[config.mk]
export PLATFORM = sky130hd
export DESIGN_NAME = trigger_capture_buffer
export DESIGN_NICKNAME = d
export VERILOG_FILES = /design/src/rtl/trigger_capture_buffer.sv
export SDC_FILE = /design/constraint.sdc
export NUM_CORES = 2
export LEC_CHECK = 0
export ABC_AREA = 1
export CAP_MARGIN = 40
export CORE_AREA = 5 5 618 620
export CTS_CLUSTER_SIZE = 28
export DETAILED_ROUTE_END_ITERATION = 6
export DIE_AREA = 0 0 623 625
export GPL_ROUTABILITY_DRIVEN = 0
export PLACE_DENSITY = 0.58
export SLEW_MARGIN = 10
export SYNTH_ARGS = -nofsm -noshare
export SYNTH_HDL_FRONTEND = slang
export SYNTH_SLANG_ARGS = --single-unit
[constraint.sdc]
create_clock -name sysclk -period 3.2 [get_ports sysclk]
set_input_delay 0.64 -clock sysclk [delete_from_list [all_inputs] [get_ports sysclk]]
set_output_delay 0.64 -clock sysclk [all_outputs]
set_load 0.05 [all_outputs]
[src/rtl/trigger_capture_buffer.sv]
// trigger_capture_buffer
//   Ring-buffer capture stage behind the LVDS receiver. ADC words are recorded
//   continuously into a 2^ADDR_W-deep RAM. A trigger freezes PRE_SAMPLES words
//   before it and POST_SAMPLES words starting with it. The frozen window is then
//   streamed out oldest-first over a valid/ready port.
//
//   state   | meaning
//   --------+---------------------------------------------------------------
//   IDLE  0 | nothing recorded, waiting for ARM
//   FILL  1 | recording until PRE_SAMPLES words exist; TRIGGER ignored
//   ARMED 2 | recording continuously, waiting for the trigger sample
//   POST  3 | recording the post-trigger part of the window
//   READOUT4| streaming the window out, input samples dropped
//
// Ports:
//   sysclk, RESET      clock, asynchronous active-high reset
//   CBDATA, WENABLE    incoming sample and its qualifier
//   ARM, TRIGGER       capture start pulse, trigger level/pulse
//   RD_DATA/VALID/LAST readout stream, RD_READY is the consumer accept
//   STATE              current FSM encoding
//   OVERRUN            sticky: TRIGGER seen during POST or READOUT
module trigger_capture_buffer #(
  parameter int DATA_W       = 12,
  parameter int ADDR_W       = 8,
  parameter int PRE_SAMPLES  = 64,
  parameter int POST_SAMPLES = 192
) (
  input  logic              sysclk,
  input  logic              RESET,
  input  logic [DATA_W-1:0] CBDATA,
  input  logic              WENABLE,
  input  logic              ARM,
  input  logic              TRIGGER,
  output logic [DATA_W-1:0] RD_DATA,
  output logic              RD_VALID,
  input  logic              RD_READY,
  output logic              RD_LAST,
  output logic [2:0]        STATE,
  output logic              OVERRUN
);

  localparam int DEPTH = 1 << ADDR_W;
  localparam int CNT_W = ADDR_W + 1;

  localparam logic [CNT_W-1:0]  PRE_C   = CNT_W'(PRE_SAMPLES);
  localparam logic [CNT_W-1:0]  POST_C  = CNT_W'(POST_SAMPLES);
  localparam logic [CNT_W-1:0]  TOTAL_C = CNT_W'(PRE_SAMPLES + POST_SAMPLES);
  localparam logic [ADDR_W-1:0] PRE_A   = ADDR_W'(PRE_SAMPLES);

  typedef enum logic [2:0] {
    S_IDLE    = 3'd0,
    S_FILL    = 3'd1,
    S_ARMED   = 3'd2,
    S_POST    = 3'd3,
    S_READOUT = 3'd4
  } state_t;

  state_t              state_q, state_d;
  logic [ADDR_W-1:0]   wptr_q, wptr_d;
  logic [ADDR_W-1:0]   raddr_q, raddr_d;
  logic [CNT_W-1:0]    fillcnt_q, fillcnt_d;
  logic [CNT_W-1:0]    postcnt_q, postcnt_d;
  logic [CNT_W-1:0]    rdcnt_q, rdcnt_d;
  logic                pend_q, pend_d;
  logic                overrun_q, overrun_d;
  logic                rd_valid_q, rd_valid_d;
  logic                rd_last_q, rd_last_d;
  logic [DATA_W-1:0]   rd_data_q;
  logic                we;
  logic                rd_load;

  logic [DATA_W-1:0]   mem_q [DEPTH];

  always_comb begin
    state_d    = state_q;
    wptr_d     = wptr_q;
    raddr_d    = raddr_q;
    fillcnt_d  = fillcnt_q;
    postcnt_d  = postcnt_q;
    rdcnt_d    = rdcnt_q;
    pend_d     = pend_q;
    overrun_d  = overrun_q;
    rd_valid_d = rd_valid_q;
    rd_last_d  = rd_last_q;
    we         = 1'b0;
    rd_load    = 1'b0;

    case (state_q)
      S_IDLE: begin
        if (ARM) begin
          state_d   = S_FILL;
          fillcnt_d = '0;
          overrun_d = 1'b0;
          pend_d    = 1'b0;
        end
      end

      S_FILL: begin
        if (WENABLE) begin
          we        = 1'b1;
          wptr_d    = wptr_q + 1'b1;
          fillcnt_d = fillcnt_q + 1'b1;
          if ((fillcnt_q + 1'b1) == PRE_C) state_d = S_ARMED;
        end
      end

      S_ARMED: begin
        if (WENABLE) begin
          we     = 1'b1;
          wptr_d = wptr_q + 1'b1;
          if (TRIGGER || pend_q) begin
            // The trigger sample lands at wptr_q, so the window starts
            // PRE_SAMPLES addresses behind it (modulo depth).
            raddr_d   = wptr_q - PRE_A;
            postcnt_d = CNT_W'(1);
            rdcnt_d   = '0;
            pend_d    = 1'b0;
            state_d   = (POST_SAMPLES == 1) ? S_READOUT : S_POST;
          end
        end else if (TRIGGER) begin
          // No sample this cycle; the next sample becomes the trigger sample.
          pend_d = 1'b1;
        end
      end

      S_POST: begin
        if (TRIGGER) overrun_d = 1'b1;
        if (WENABLE) begin
          we        = 1'b1;
          wptr_d    = wptr_q + 1'b1;
          postcnt_d = postcnt_q + 1'b1;
          if ((postcnt_q + 1'b1) == POST_C) state_d = S_READOUT;
        end
      end

      S_READOUT: begin
        if (TRIGGER) overrun_d = 1'b1;
        // The output register doubles as the RAM read register: it loads
        // whenever it is empty or being drained, giving one word per cycle
        // and a natural hold under backpressure.
        rd_load = (!rd_valid_q || RD_READY) && (rdcnt_q != TOTAL_C);
        if (rd_load) begin
          raddr_d    = raddr_q + 1'b1;
          rdcnt_d    = rdcnt_q + 1'b1;
          rd_valid_d = 1'b1;
          rd_last_d  = (rdcnt_q == (TOTAL_C - 1'b1));
        end else if (rd_valid_q && RD_READY) begin
          rd_valid_d = 1'b0;
          rd_last_d  = 1'b0;
        end
        if (rd_valid_q && RD_READY && rd_last_q) state_d = S_IDLE;
      end

      default: begin
        state_d = S_IDLE;
      end
    endcase
  end

  always_ff @(posedge sysclk or posedge RESET) begin
    if (RESET) begin
      state_q    <= S_IDLE;
      wptr_q     <= '0;
      raddr_q    <= '0;
      fillcnt_q  <= '0;
      postcnt_q  <= '0;
      rdcnt_q    <= '0;
      pend_q     <= 1'b0;
      overrun_q  <= 1'b0;
      rd_valid_q <= 1'b0;
      rd_last_q  <= 1'b0;
    end else begin
      state_q    <= state_d;
      wptr_q     <= wptr_d;
      raddr_q    <= raddr_d;
      fillcnt_q  <= fillcnt_d;
      postcnt_q  <= postcnt_d;
      rdcnt_q    <= rdcnt_d;
      pend_q     <= pend_d;
      overrun_q  <= overrun_d;
      rd_valid_q <= rd_valid_d;
      rd_last_q  <= rd_last_d;
    end
  end

  always_ff @(posedge sysclk) begin
    if (we) mem_q[wptr_q] <= CBDATA;
  end

  always_ff @(posedge sysclk or posedge RESET) begin
    if (RESET) begin
      rd_data_q <= '0;
    end else if (rd_load) begin
      rd_data_q <= mem_q[raddr_q];
    end
  end

  assign RD_DATA  = rd_data_q;
  assign RD_VALID = rd_valid_q;
  assign RD_LAST  = rd_last_q;
  assign STATE    = state_q;
  assign OVERRUN  = overrun_q;

endmodule

==> impl_metrics.py <==
metrics = {
    "global_route": {
        "first_global_vias": 83931,
        "antenna_found_initial": 16,
        "grt_max_degree": 111,
        "grt_overflow": 0,
        "grt_usage_pct": 19.29,
        "grt_first_pass_wirelength_um": 565500,
    },
    "clocking": {
        "cts_root_buffer": "clkbuf_16",
        "cts_tree": "done",
        "path_clk_slew_ns": 0.06,
        "clockBufferDepth": 4,
        "cts-htree-levels": 5,
        "cts_sinks": 3134,
        "cts_made_buffers": 330,
        "clk_latency_ns": 0.97,
    },
    "setup_path": {
        "worst-setup-path-type": "reg -> out",
        "path_depth": 1,
        "reg2reg_depth": 19,
        "cpLargestDelayFamily": "buffers and inverters",
        "endpoint": "RD_DATA[5]",
        "crit_path_start_kind": "flip-flop",
        "crit_fanout": 2,
        "crit_buf_inv": 1,
        "critPathSlowestCell": "clkdlybuf4s50_1",
        "cp.arrival_ns": 2.47,
        "reg2reg_from": "raddr_q[0]",
        "r2r-end": "RD_DATA[7]",
        "startpoint": "RD_DATA[5]",
        "reg2reg_slack_ns": 0.11,
        "cp_cell_sequence": "clkdlybuf4s50_1",
        "max_stage_delay_ns": 0.89,
        "cp-end-kind": "output port",
        "required_ns": 2.56,
    },
    "yosys": {
        "yosysUniqueCellTypes": 32,
        "synth_top_area_share_pct": 70.58,
        "ys_ff_latch": 3134,
        "syn_inst": 11809,
        "synth_area_sq_um": 130700,
        "synth_top_area_cell": "edfxtp_1",
        "synth_area_leaders": "edfxtp_1, nand2_1, nor2_1",
        "syn-num-nets": 11841,
        "syn_area_per_cell_sq_um": 11.07,
        "synth.yosys.seq_area_share_pct": 71.77,
        "yosysWarningCount": 0,
    },
    "floorplanning": {
        "std_cell_rows": 225,
        "fp.dieH_um": 625,
        "num_io_pins": 36,
        "coreArea_sq_um": 375000,
        "die_w_um": 623,
        "dieArea_sq_um": 389400,
        "initial_core_util_pct": 34.85,
    },
    "timing": {
        "post-route-period-util_pct": 97.14,
        "tightest_slew_ns": 0.9360,
        "rsz0062_at_grt": "false",
        "fin_crit_ns": 3.108,
        "hold_viol": 0,
        "drv_slew": 0,
        "finalSetupViolCount": 0,
        "skew_ns": 0.07281,
        "slew_headroom_pct": 37.60,
        "fmax_mhz": 321.7,
        "whs_ns": 0.05060,
    },
    "route": {
        "drc": 4,
        "wl_um": 388200,
        "drt_iter0_markers": 9625,
        "vias": 88109,
        "ant_nets": 0,
        "dr.pass1.iters": 7,
        "wl_per_cell_um": 22.10,
        "via_per_inst": 5.016,
    },
    "pwr": {
        "p_total_mw": 127.3,
        "powerDensity_nw_per_um2": 828.3,
        "power_leakage_nw": 57.20,
        "vdd_ir_drop_max_uv": 805.5,
    },
    "run_status": {
        "status": "complete, but fails checks",
        "violations": "design-rule violations",
    },
    "place": {
        "hpwl_um": 239400,
        "place_area_sq_um": 143100,
        "io_buffer_count": 35,
    },
    "final_layout": {
        "final_cell_mix": "edfxtp_1, nand2_1, nor2_1",
        "layout-drive-gt1-share_pct": 10.37,
        "area_growth_pct": 17.58,
        "final_common_cell": "edfxtp_1",
        "layout.nets": 12337,
        "finalInstanceArea_sq_um": 153700,
    },
    "min_path": {
        "worstHoldPathType": "in -> async",
    },
    "flow_run": {
        "drv_cap": 0,
    },
}
cell families (layout without fill, tap and decap cells):
group	Yosys count	in the layout	share of synthesized area [%]
buf+inv	1493	2253	4.837
other cells	0	4	0
simple gates	5776	5776	17.45
compound gates	1372	1372	5.677
fa+ha+maj	14	14	0.1340
flops	3134	3134	71.77
xor+xnor	20	20	0.1340
cell usage after synthesis:
| master | n |
|---|---|
| edfxtp_1 | 3072 |
| nand2_1 | 2933 |
| nor2_1 | 1977 |
| o21ai_0 | 838 |
| nand3_1 | 828 |
| inv_1 | 790 |
| clkbuf_1 | 305 |
| o211ai_1 | 208 |
| buf_2 | 204 |
| o21ai_1 | 156 |
| a21oi_1 | 154 |
| buf_4 | 81 |
| buf_1 | 78 |
| dfrtp_1 | 62 |
| nand4_1 | 22 |
| buf_6 | 21 |
| xor2_1 | 20 |
| ha_1 | 14 |
| clkinv_1 | 9 |
| nor3_1 | 9 |
| o22ai_1 | 9 |
| inv_2 | 4 |
| or2_2 | 3 |
| nand3b_1 | 2 |
| o31ai_1 | 2 |
| o32ai_1 | 2 |
| a31oi_1 | 1 |
| a41oi_1 | 1 |
| and3_1 | 1 |
| clkinv_2 | 1 |
| nor4_1 | 1 |
| o311ai_0 | 1 |
power breakdown:
group          internal (mW)  total (mW)  switching (mW)  leakage, nW
Sequential              45.6        46.2           0.592         28.4
Clock                   21.6        37.6            15.9         5.10
Combinational           12.5        43.6            31.0         23.7
final cells by class:
class                           count  area, sq um
Clock inverter                    169         1556
Tap cell                         4994         6248
Fill cell                       35381       221300
Clock buffer                      427         8937
Sequential cell                  3134        93810
Timing Repair Buffer              853         9423
Antenna cell                        4        10.01
Inverter                          804         3067
Multi-Input combinational cell   7182        30620
worst min-delay path by stage:
stage,from,end,slack [ns],cells past startpoint
after detailed placement,OVERRUN,OVERRUN,0.48,2
after floorplan,postcnt_q[1],postcnt_q[1],0.47,2
after CTS,RESET,RD_VALID,0.04,3
after global routing,CBDATA[8],mem_q[196][8],0.05,1
final,RESET,rdcnt_q[4],0.05,3
after global placement,OVERRUN,OVERRUN,0.48,2
state kept, by name (all words and copies together) (netlist names):
register   cells
wptr_q         8
rdcnt_q        9
OVERRUN        1
RD_LAST        1
postcnt_q      9
pend_q         1
STATE          3
fillcnt_q      9
RD_DATA       12
raddr_q        8
mem_q       3072
RD_VALID       1
layer usage:
layer	GRT usage, %	up-vias	part of all wire (%)
met5	0	-	0.0067
met4	6.905	4	3.8
met3	3.269	665	8.3
met2	30.20	3382	45
met1	27.10	43008	43
li1	-	41050	-
repair_timing:
action / in CTS / in global routing
hold endpoints to repair: 5 / 0
hold buffers: 1 / 0
setup endpoints to repair: 3 / 7
resized for setup: 3 / 4
buffers inserted: 0 / 2
stage by stage:
stage	instances	worst slack, ns	util, %	TNS [ns]
2_1_floorplan	11809	0.4565	-	0
3_3_place_gp	16960	-0.4859	38.15	-522.58
3_5_place_dp	16964	-0.4865	38.17	-456.11
4_1_cts	17561	0.02835	40.97	0
5_1_grt	17564	0.02086	40.98	0
6_report	17567	0.09166	40.98	0
Note: power is estimated with default switching activity, not from simulation.
